### config.mk
export PLATFORM = sky130hd
export DESIGN_NAME = nk_board_ctrl
export DESIGN_NICKNAME = d
export VERILOG_FILES = /design/src/rtl/nk_board_ctrl.sv
export SDC_FILE = /design/constraint.sdc
export NUM_CORES = 1
export LEC_CHECK = 0
export BUFFER_PORTS_ARGS = -buffer_cell sky130_fd_sc_hd__buf_4
export CAP_MARGIN = 10
export CELL_PAD_IN_SITES_DETAIL_PLACEMENT = 0
export CELL_PAD_IN_SITES_GLOBAL_PLACEMENT = 1
export CORE_ASPECT_RATIO = 0.75
export CORE_UTILIZATION = 35
export DETAILED_ROUTE_END_ITERATION = 8
export GPL_TIMING_DRIVEN = 0
export PLACE_DENSITY = 0.85
export SYNTH_ARGS = -nofsm -noshare
export SYNTH_HDL_FRONTEND = slang
export SYNTH_SLANG_ARGS = --single-unit
### constraint.sdc
create_clock -name clk -period 2.4 [get_ports clk]
set_input_delay 0.72 -clock clk [delete_from_list [all_inputs] [get_ports clk]]
set_output_delay 0.72 -clock clk [all_outputs]
set_load 0.01 [all_outputs]
### src/rtl/nk_board_ctrl.sv
// N x N, K-in-a-row game board controller: cell storage, turn alternation,
// lowest-index move arbitration, win/draw detection and new-game restart.
module nk_board_ctrl #(
   parameter int N = 3,
   parameter int K = 3
) (
   input  logic                        clk,
   input  logic                        rst,
   input  logic                        new_game,
   input  logic [N*N-1:0]              buttons,
   output logic [2*N*N-1:0]            cells,
   output logic                        player,
   output logic                        move_made,
   output logic [$clog2(N*N)-1:0]      move_idx,
   output logic [$clog2(N*N):0]        move_count,
   output logic                        game_over,
   output logic                        winner,
   output logic                        draw
);

   localparam int C  = N * N;
   localparam int IW = $clog2(N * N);
   localparam logic [IW:0] CNT_ONE  = {{IW{1'b0}}, 1'b1};
   localparam logic [IW:0] CNT_FULL = (IW+1)'(C);

   typedef enum logic [1:0] {
      ST_PLAY  = 2'd0,
      ST_CHECK = 2'd1,
      ST_WIN   = 2'd2,
      ST_DRAW  = 2'd3
   } state_t;

   state_t             state_q, state_d;
   logic [2*C-1:0]     cells_q, cells_d;
   logic               player_q, player_d;
   logic               start_player_q, start_player_d;
   logic               last_player_q, last_player_d;
   logic [IW:0]        move_count_q, move_count_d;
   logic               winner_q, winner_d;
   logic               game_over_q, game_over_d;
   logic               draw_q, draw_d;

   logic [C-1:0]       empty_s;
   logic [C-1:0]       cand_s;
   logic [C-1:0]       sel_s;
   logic [IW-1:0]      idx_s;
   logic               found_s;
   logic               move_made_s;
   logic [1:0]         tgt_s;
   logic [C-1:0]       run_h_s, run_v_s, run_d_s, run_a_s;
   logic               win_s;

   // Empty-cell mask from the high bit of each cell code
   always_comb begin
      empty_s = '0;
      for (int i = 0; i < C; i++) begin
         empty_s[i] = ~cells_q[2*i+1];
      end
   end

   assign cand_s = buttons & empty_s;

   // Lowest-index arbitration: one-hot select plus its index
   always_comb begin
      sel_s   = '0;
      idx_s   = '0;
      found_s = 1'b0;
      for (int i = 0; i < C; i++) begin
         sel_s[i] = cand_s[i] & ~found_s;
         idx_s    = sel_s[i] ? IW'(i) : idx_s;
         found_s  = found_s | cand_s[i];
      end
   end

   assign move_made_s = (state_q == ST_PLAY) && (|cand_s);
   assign tgt_s       = {1'b1, last_player_q};

   // Every run start position in each of the four directions gets a match bit;
   // positions whose run would leave the board tie their bit low.
   for (genvar gr = 0; gr < N; gr++) begin : g_row
      for (genvar gc = 0; gc < N; gc++) begin : g_col
         localparam int P = gr * N + gc;
         if (gc + K <= N) begin : g_h
            logic [K-1:0] m;
            for (genvar gk = 0; gk < K; gk++) begin : g_k
               assign m[gk] = (cells_q[2*(P+gk) +: 2] == tgt_s);
            end
            assign run_h_s[P] = &m;
         end else begin : g_nh
            assign run_h_s[P] = 1'b0;
         end
         if (gr + K <= N) begin : g_v
            logic [K-1:0] m;
            for (genvar gk = 0; gk < K; gk++) begin : g_k
               assign m[gk] = (cells_q[2*(P+gk*N) +: 2] == tgt_s);
            end
            assign run_v_s[P] = &m;
         end else begin : g_nv
            assign run_v_s[P] = 1'b0;
         end
         if ((gr + K <= N) && (gc + K <= N)) begin : g_d
            logic [K-1:0] m;
            for (genvar gk = 0; gk < K; gk++) begin : g_k
               assign m[gk] = (cells_q[2*(P+gk*(N+1)) +: 2] == tgt_s);
            end
            assign run_d_s[P] = &m;
         end else begin : g_nd
            assign run_d_s[P] = 1'b0;
         end
         if ((gr + K <= N) && (gc >= K - 1)) begin : g_a
            logic [K-1:0] m;
            for (genvar gk = 0; gk < K; gk++) begin : g_k
               assign m[gk] = (cells_q[2*(P+gk*(N-1)) +: 2] == tgt_s);
            end
            assign run_a_s[P] = &m;
         end else begin : g_na
            assign run_a_s[P] = 1'b0;
         end
      end
   end

   assign win_s = |{run_h_s, run_v_s, run_d_s, run_a_s};

   // Next-state computation; new_game overrides whatever the FSM decided
   always_comb begin
      state_d        = state_q;
      cells_d        = cells_q;
      player_d       = player_q;
      start_player_d = start_player_q;
      last_player_d  = last_player_q;
      move_count_d   = move_count_q;
      winner_d       = winner_q;

      case (state_q)
         ST_PLAY: begin
            if (move_made_s) begin
               for (int i = 0; i < C; i++) begin
                  cells_d[2*i +: 2] = sel_s[i] ? {1'b1, player_q} : cells_q[2*i +: 2];
               end
               move_count_d  = move_count_q + CNT_ONE;
               last_player_d = player_q;
               state_d       = ST_CHECK;
            end else begin
               state_d = ST_PLAY;
            end
         end
         ST_CHECK: begin
            if (win_s) begin
               winner_d = last_player_q;
               state_d  = ST_WIN;
            end else if (move_count_q == CNT_FULL) begin
               state_d = ST_DRAW;
            end else begin
               player_d = ~last_player_q;
               state_d  = ST_PLAY;
            end
         end
         ST_WIN:  state_d = ST_WIN;
         ST_DRAW: state_d = ST_DRAW;
         default: state_d = ST_PLAY;
      endcase

      if (new_game) begin
         cells_d        = '0;
         move_count_d   = '0;
         winner_d       = 1'b0;
         state_d        = ST_PLAY;
         start_player_d = ~start_player_q;
         player_d       = ~start_player_q;
      end else begin
         start_player_d = start_player_q;
      end

      game_over_d = (state_d == ST_WIN) || (state_d == ST_DRAW);
      draw_d      = (state_d == ST_DRAW);
   end

   // State and registered status outputs
   always_ff @(posedge clk) begin
      if (rst) begin
         state_q        <= ST_PLAY;
         cells_q        <= '0;
         player_q       <= 1'b0;
         start_player_q <= 1'b0;
         last_player_q  <= 1'b0;
         move_count_q   <= '0;
         winner_q       <= 1'b0;
         game_over_q    <= 1'b0;
         draw_q         <= 1'b0;
      end else begin
         state_q        <= state_d;
         cells_q        <= cells_d;
         player_q       <= player_d;
         start_player_q <= start_player_d;
         last_player_q  <= last_player_d;
         move_count_q   <= move_count_d;
         winner_q       <= winner_d;
         game_over_q    <= game_over_d;
         draw_q         <= draw_d;
      end
   end

   assign cells      = cells_q;
   assign player     = player_q;
   assign move_made  = move_made_s;
   assign move_idx   = idx_s;
   assign move_count = move_count_q;
   assign game_over  = game_over_q;
   assign winner     = winner_q;
   assign draw       = draw_q;

endmodule

; Word level (Yosys, flattened, before mapping)
; Cells that the tools add are included.
[totals]
out_inout_bits = 32
word_cells = 114
inputBits = 12
reg_bits = 31
[op_classes]
addsub = 1
eq_ne = 17
bitwise = 35
n_reduce_logical = 27
n_mux = 17
[ops]
columns = operator, count
row1 = $reduce_and 3->1, 18
row2 = $not 1->1, 19
row3 = $eq 2x2->1, 9
row4 = $mux 3, 4
row5 = $mux 2, 5
row6 = $and 9x9->9, 1
row7 = $reduce_or 9->1, 1
row8 = $and 1x1->1, 8
row9 = $eq 2x2->1 const B, 4
row10 = $pmux 2 s4, 1
row11 = $reduce_or 8->1, 1
row12 = $or 1x1->1, 7
row13 = $mux 1, 6
row14 = $add 5x1->5 const B, 1
row15 = $eq 5x4->1 const B, 1
row16 = $mux 4, 1
row17 = $ne 2x2->1 const B, 2
row18 = $reduce_and 2->1, 2
row19 = $eq 2x1->1 const B, 1
row20 = $logic_not 2->1, 1
row21 = $reduce_bool 2->1, 1
row22 = $reduce_or 2->1, 1
row23 = $logic_and 1x1->1, 1
row24 = $logic_or 1x1->1, 1

; Depth between registers and ports, before layout
[logic_depth]
word_depth = 12
mapped_depth = 7
ltp_nobuf = 7

; Least setup slack after synthesis
; OpenSTA, ideal clock, no wires.
[synth_path]
path_type = in2out
startpoint = input buttons[1]
endpoint = output move_made
path_buffers = 1
arrival_time_ns = 1.737
path_stages = 4
slack_ns = -0.057
t_required_ns = 1.680
path_cell_list = nor2b_1 -> nor4_4 -> a311oi_4 -> buf_4
[synth_via]
elab_chain_len = 3
[synth_rtl]
columns = element, line_no
row1 = "start, declared", 10  ; input logic [N*N-1:0] buttons,
row2 = $and 9x9->9, 61  ; assign cand_s = buttons & empty_s;
row3 = $reduce_or 9->1, 75  ; assign move_made_s = (state_q == ST_PLAY) && (|cand_s);
row4 = $logic_and 1x1->1, 75
row5 = "end, declared", 13  ; output logic move_made,
; Every way passes these cells.

; Final worst setup path
[layout_path]
startpoint = input buttons[3]
endpoint = output move_idx[3]
[layout_via]
elab_chain_len = 9
[layout_rtl]
columns = element, line_no
row1 = $and 9x9->9, 61
row2 = $or 1x1->1 (5 in series), 71  ; found_s = found_s | cand_s[i];
row3 = $not 1->1, 69  ; sel_s[i] = cand_s[i] & ~found_s;
row4 = $and 1x1->1, 69
row5 = $mux 4, 70  ; idx_s = sel_s[i] ? IW'(i) : idx_s;
row6 = "end, declared", 14  ; output logic [$clog2(N*N)-1:0] move_idx,
; Every way passes these cells.

==> metrics.txt <==
# TYPE chip_impl_metric gauge
chip_impl_info{name="outcome",value="complete, but fails checks"} 1
chip_impl_info{name="violations_in_the_final_reports",value="setup timing"} 1
chip_impl_metric{name="final-setup-viol-count",unit=""} 5
chip_impl_metric{name="syn-mean-instance-area",unit="µm²"} 8.86
chip_impl_metric{name="worst_pin_slew",unit="ns"} 0.575
chip_impl_info{name="critical_path_cell_sequence",value="buf_6, nor2b_4, nor4_4, buf_4, buf_6, and3_4, buf_6"} 1
chip_impl_metric{name="place_worst_setup_slack",unit="ns"} -0.493
chip_impl_metric{name="finish.utilization",unit=""} 0.533
chip_impl_metric{name="start_util",unit=""} 0.376
chip_impl_metric{name="vias",unit=""} 1753
chip_impl_metric{name="clock_power_share",unit=""} 0.382
chip_impl_metric{name="synth_async_sr_flop_share",unit=""} 0
chip_impl_metric{name="remaining_drc_errors",unit=""} 0
chip_impl_metric{name="via_count_of_the_first_global_routing_pass",unit=""} 1522
chip_impl_info{name="slowest_stage",value="sky130_fd_sc_hd__nor4_4"} 1
chip_impl_info{name="critPathLaunchType",value="primary input"} 1
chip_impl_metric{name="synth_largest_type_area_fraction",unit=""} 0.359
chip_impl_metric{name="share_of_final_layout_standard_cells_stronger_than_drive_strength_1",unit=""} 0.395
chip_impl_metric{name="critical-path-max-stage-delay",unit="ns"} 0.36
chip_impl_metric{name="final_max_slew_viol_count",unit=""} 0
chip_impl_info{name="hold_path_class",value="reg2reg"} 1
chip_impl_metric{name="timing.fmax",unit="MHz"} 384
chip_impl_metric{name="globalplace.congestion",unit=""} 0.889
chip_impl_metric{name="detail_route_antenna_nets",unit=""} 0
chip_impl_metric{name="syn-num-nets",unit=""} 209
chip_impl_metric{name="drt_first_pass_iters",unit=""} 4
chip_impl_metric{name="cts-buffers-inserted",unit=""} 5
chip_impl_metric{name="post_synth_num_cell_types",unit=""} 44
chip_impl_metric{name="finalHoldViolations",unit=""} 0
chip_impl_metric{name="final.setup_skew",unit="ns"} 0.00571
chip_impl_info{name="tritoncts_clock_tree",value="done"} 1
chip_impl_metric{name="route.detailed.vias_per_inst",unit=""} 5.51
chip_impl_metric{name="clock-sinks",unit=""} 31
chip_impl_metric{name="pwr-share-comb",unit=""} 0.160
chip_impl_metric{name="insertedDiodeCount",unit=""} 0
chip_impl_metric{name="clk_pin_slew_worst_paths",unit="ns"} 0.06
chip_impl_metric{name="drv.max_cap_violation_count",unit=""} 0
chip_impl_metric{name="yosysSeqAreaShare",unit=""} 0.359
chip_impl_metric{name="leakagePower",unit="nW"} 1.04
chip_impl_metric{name="die_h",unit="µm"} 62.9
chip_impl_metric{name="floorplan.rows",unit=""} 21
chip_impl_metric{name="finalNetCount",unit=""} 274
chip_impl_info{name="post-synth-top-count-cell",value="sky130_fd_sc_hd__dfxtp_1"} 1
chip_impl_metric{name="post-dp-hpwl",unit="µm"} 3510
chip_impl_metric{name="violation_count_after_the_first_detailed_route_iteration",unit=""} 128
chip_impl_metric{name="setup_slack",unit="ns"} -0.202
chip_impl_info{name="path_common_cell",value="sky130_fd_sc_hd__buf_6"} 1
chip_impl_metric{name="mappedNetlistArea",unit="µm²"} 1730
chip_impl_metric{name="grt_max_degree",unit=""} 11
chip_impl_metric{name="clk_latency",unit="ns"} 0.29
chip_impl_metric{name="netSwitchingPower",unit="mW"} 0.317
chip_impl_metric{name="antenna_found_initial",unit=""} 0
chip_impl_metric{name="netSwitchingFraction",unit=""} 0.264
chip_impl_metric{name="detail_route.wirelength",unit="µm"} 5120
chip_impl_metric{name="grt.overflow.total",unit=""} 0
chip_impl_info{name="grt_setup_unrepaired",value="yes"} 1
chip_impl_metric{name="slew_headroom",unit=""} 0.617
chip_impl_metric{name="grt_first_pass_wirelength",unit="µm"} 8110
chip_impl_metric{name="grt_usage",unit=""} 0.200
chip_impl_metric{name="worst-path-max-fanout",unit=""} 5
chip_impl_metric{name="post_synth_edffs",unit=""} 0
chip_impl_metric{name="period_needed",unit="ns"} 2.60
chip_impl_metric{name="power_density",unit="nW/µm²"} 489
chip_impl_metric{name="power.internal",unit="mW"} 0.882
chip_impl_metric{name="ir_worst_vdd",unit="µV"} 314
chip_impl_metric{name="fillers",unit=""} 435
chip_impl_metric{name="chipWidth",unit="µm"} 83.1
chip_impl_metric{name="area.growth.synth_to_final",unit="%"} 41.9
chip_impl_metric{name="port_buffers",unit=""} 43
chip_impl_metric{name="synthesis_warnings",unit=""} 0
chip_impl_info{name="cts-root-buf",value="sky130_fd_sc_hd__clkbuf_8"} 1
chip_impl_metric{name="route.detailed.wl_per_inst",unit="µm"} 16.1
chip_impl_metric{name="gate_count_of_the_mapped_netlist",unit=""} 195
chip_impl_metric{name="synth_register_bits",unit=""} 31
chip_impl_metric{name="area_of_the_die",unit="µm²"} 5220
chip_impl_metric{name="max-clock-path-buffers",unit=""} 2
chip_impl_info{name="synthDominantAreaCellType",value="sky130_fd_sc_hd__dfxtp_1"} 1
chip_impl_info{name="cp-end-kind",value="output pin"} 1
chip_impl_info{name="synthFlopType",value="sky130_fd_sc_hd__dfxtp_1"} 1
chip_impl_metric{name="whs_path_depth",unit=""} 2
chip_impl_metric{name="period_share",unit=""} 1.08
chip_impl_info{name="synth.area.top_cells",value="sky130_fd_sc_hd__dfxtp_1 36%, sky130_fd_sc_hd__mux2i_1 7.0%, sky130_fd_sc_hd__nand4_1 5.4%, sky130_fd_sc_hd__nor2_1 5.2%, sky130_fd_sc_hd__nor4_4 3.7%"} 1
chip_impl_metric{name="num_io_pins",unit=""} 44
chip_impl_metric{name="arrival",unit="ns"} 1.88
chip_impl_info{name="netlist_top_cells_count",value="31 x sky130_fd_sc_hd__dfxtp_1, 24 x sky130_fd_sc_hd__nor2_1, 15 x sky130_fd_sc_hd__nand4_1"} 1
chip_impl_metric{name="seq_power_share",unit=""} 0.458
chip_impl_metric{name="cts-htree-levels",unit=""} 2
chip_impl_metric{name="coreArea",unit="µm²"} 4600
chip_impl_metric{name="cp.required",unit="ns"} 1.68
chip_impl_info{name="path_class",value="in2out"} 1
chip_impl_metric{name="r2r_cell_count",unit=""} 11
==> layer usage <==
layer / vias up / GRT usage / part of all wire
met2: 67 / 0.283 / 0.43
met4: 0 / 0.0841 / 0.017
met5: - / 0 / 0
li1: 843 / - / -
met3: 9 / 0.0436 / 0.077
met1: 834 / 0.289 / 0.48
==> state kept, by name, summed over array words and instances, names as in the netlist <==
name,count
game_over,1
winner,1
last_player_q,1
state_q,2
start_player_q,1
cells,18
player,1
draw,1
move_count,5
==> per-stage QoR <==
stage	instance area, µm²	hold WS [ns]	instances	power (mW)	setup TNS [ns]
after floorplan	1740	0.479	195	0.659	-0.00662
after global placement	2130	0.455	295	0.722	-1.53
after detailed placement	2130	0.455	295	0.724	-1.59
after CTS	2380	0.474	316	1.19	-1.16
after global routing	2450	0.521	318	1.26	-1.09
final	2450	0.467	318	1.20	-0.821
==> what timing repair did <==
item | CTS | global route
setup buffers | 14 | 4
pin swaps | 5 | 9
resized for setup | 12 | 15
gates cloned | 0 | 0
hold buffers | 0 | 0
endpoints found under the setup margin | 5 | 7
==> power groups by stage <==
stage                     Clock (mW)  Sequential (mW)  Combinational, mW
after global routing           0.496            0.552              0.208
after global placement             0            0.559              0.163
after detailed placement           0            0.560              0.164
after floorplan                    0            0.558              0.101
after CTS                      0.465            0.548              0.181
final                          0.458            0.549              0.192
==> worst max-delay path, delay by kind of cell <==
family        cells  cell delay, ns
simple gates      3            0.68
buf+inv           4            0.48
==> area by class of cell <==
cell class | count | area, µm² | area share
Tap cell | 57 | 71.3 | 0.0291
Timing Repair Buffer | 59 | 469 | 0.191
Clock buffer | 8 | 100 | 0.0408
Multi-Input combinational cell | 149 | 1100 | 0.451
Sequential cell | 31 | 623 | 0.254
Inverter | 7 | 26.3 | 0.0107
Buffer | 7 | 56.3 | 0.0230
==> final timing paths <==
kind / start / slack, ns / end
setup / recovery: buttons[3] / -0.20 / move_idx[3]
hold / removal: winner$_SDFFE_PP0P_ / 0.47 / winner$_SDFFE_PP0P_
setup reg to reg: cells[5]$_SDFFE_PP0P_ / 0.11 / cells[15]$_SDFFE_PP0P_
hold reg to reg: winner$_SDFFE_PP0P_ / 0.47 / winner$_SDFFE_PP0P_
==> placed cells by master (no fill, tap or decap), drive strengths merged, types with 5 or more instances in the layout <==
| master | n |
|---|---|
| a21oi | 15 |
| buf | 63 |
| clkbuf | 11 |
| dfxtp | 31 |
| inv | 7 |
| mux2i | 12 |
| nand2 | 14 |
| nand3 | 8 |
| nand4 | 15 |
| nor2 | 24 |
| nor2b | 9 |
| nor3 | 5 |
| or4 | 5 |
==> cell families (layout without fill, tap and decap cells) <==
| group | after synthesis | count (layout) | share of synthesized area |
|---|---|---|---|
| fa+ha+maj | 2 | 2 | 0.0145 |
| buf+inv | 15 | 81 | 0.0485 |
| flops | 31 | 31 | 0.359 |
| mux | 12 | 12 | 0.0695 |
| compound gates | 37 | 37 | 0.164 |
| simple gates | 94 | 94 | 0.324 |
| xor+xnor | 4 | 4 | 0.0203 |
Note: power is estimated with default switching activity, not from simulation.
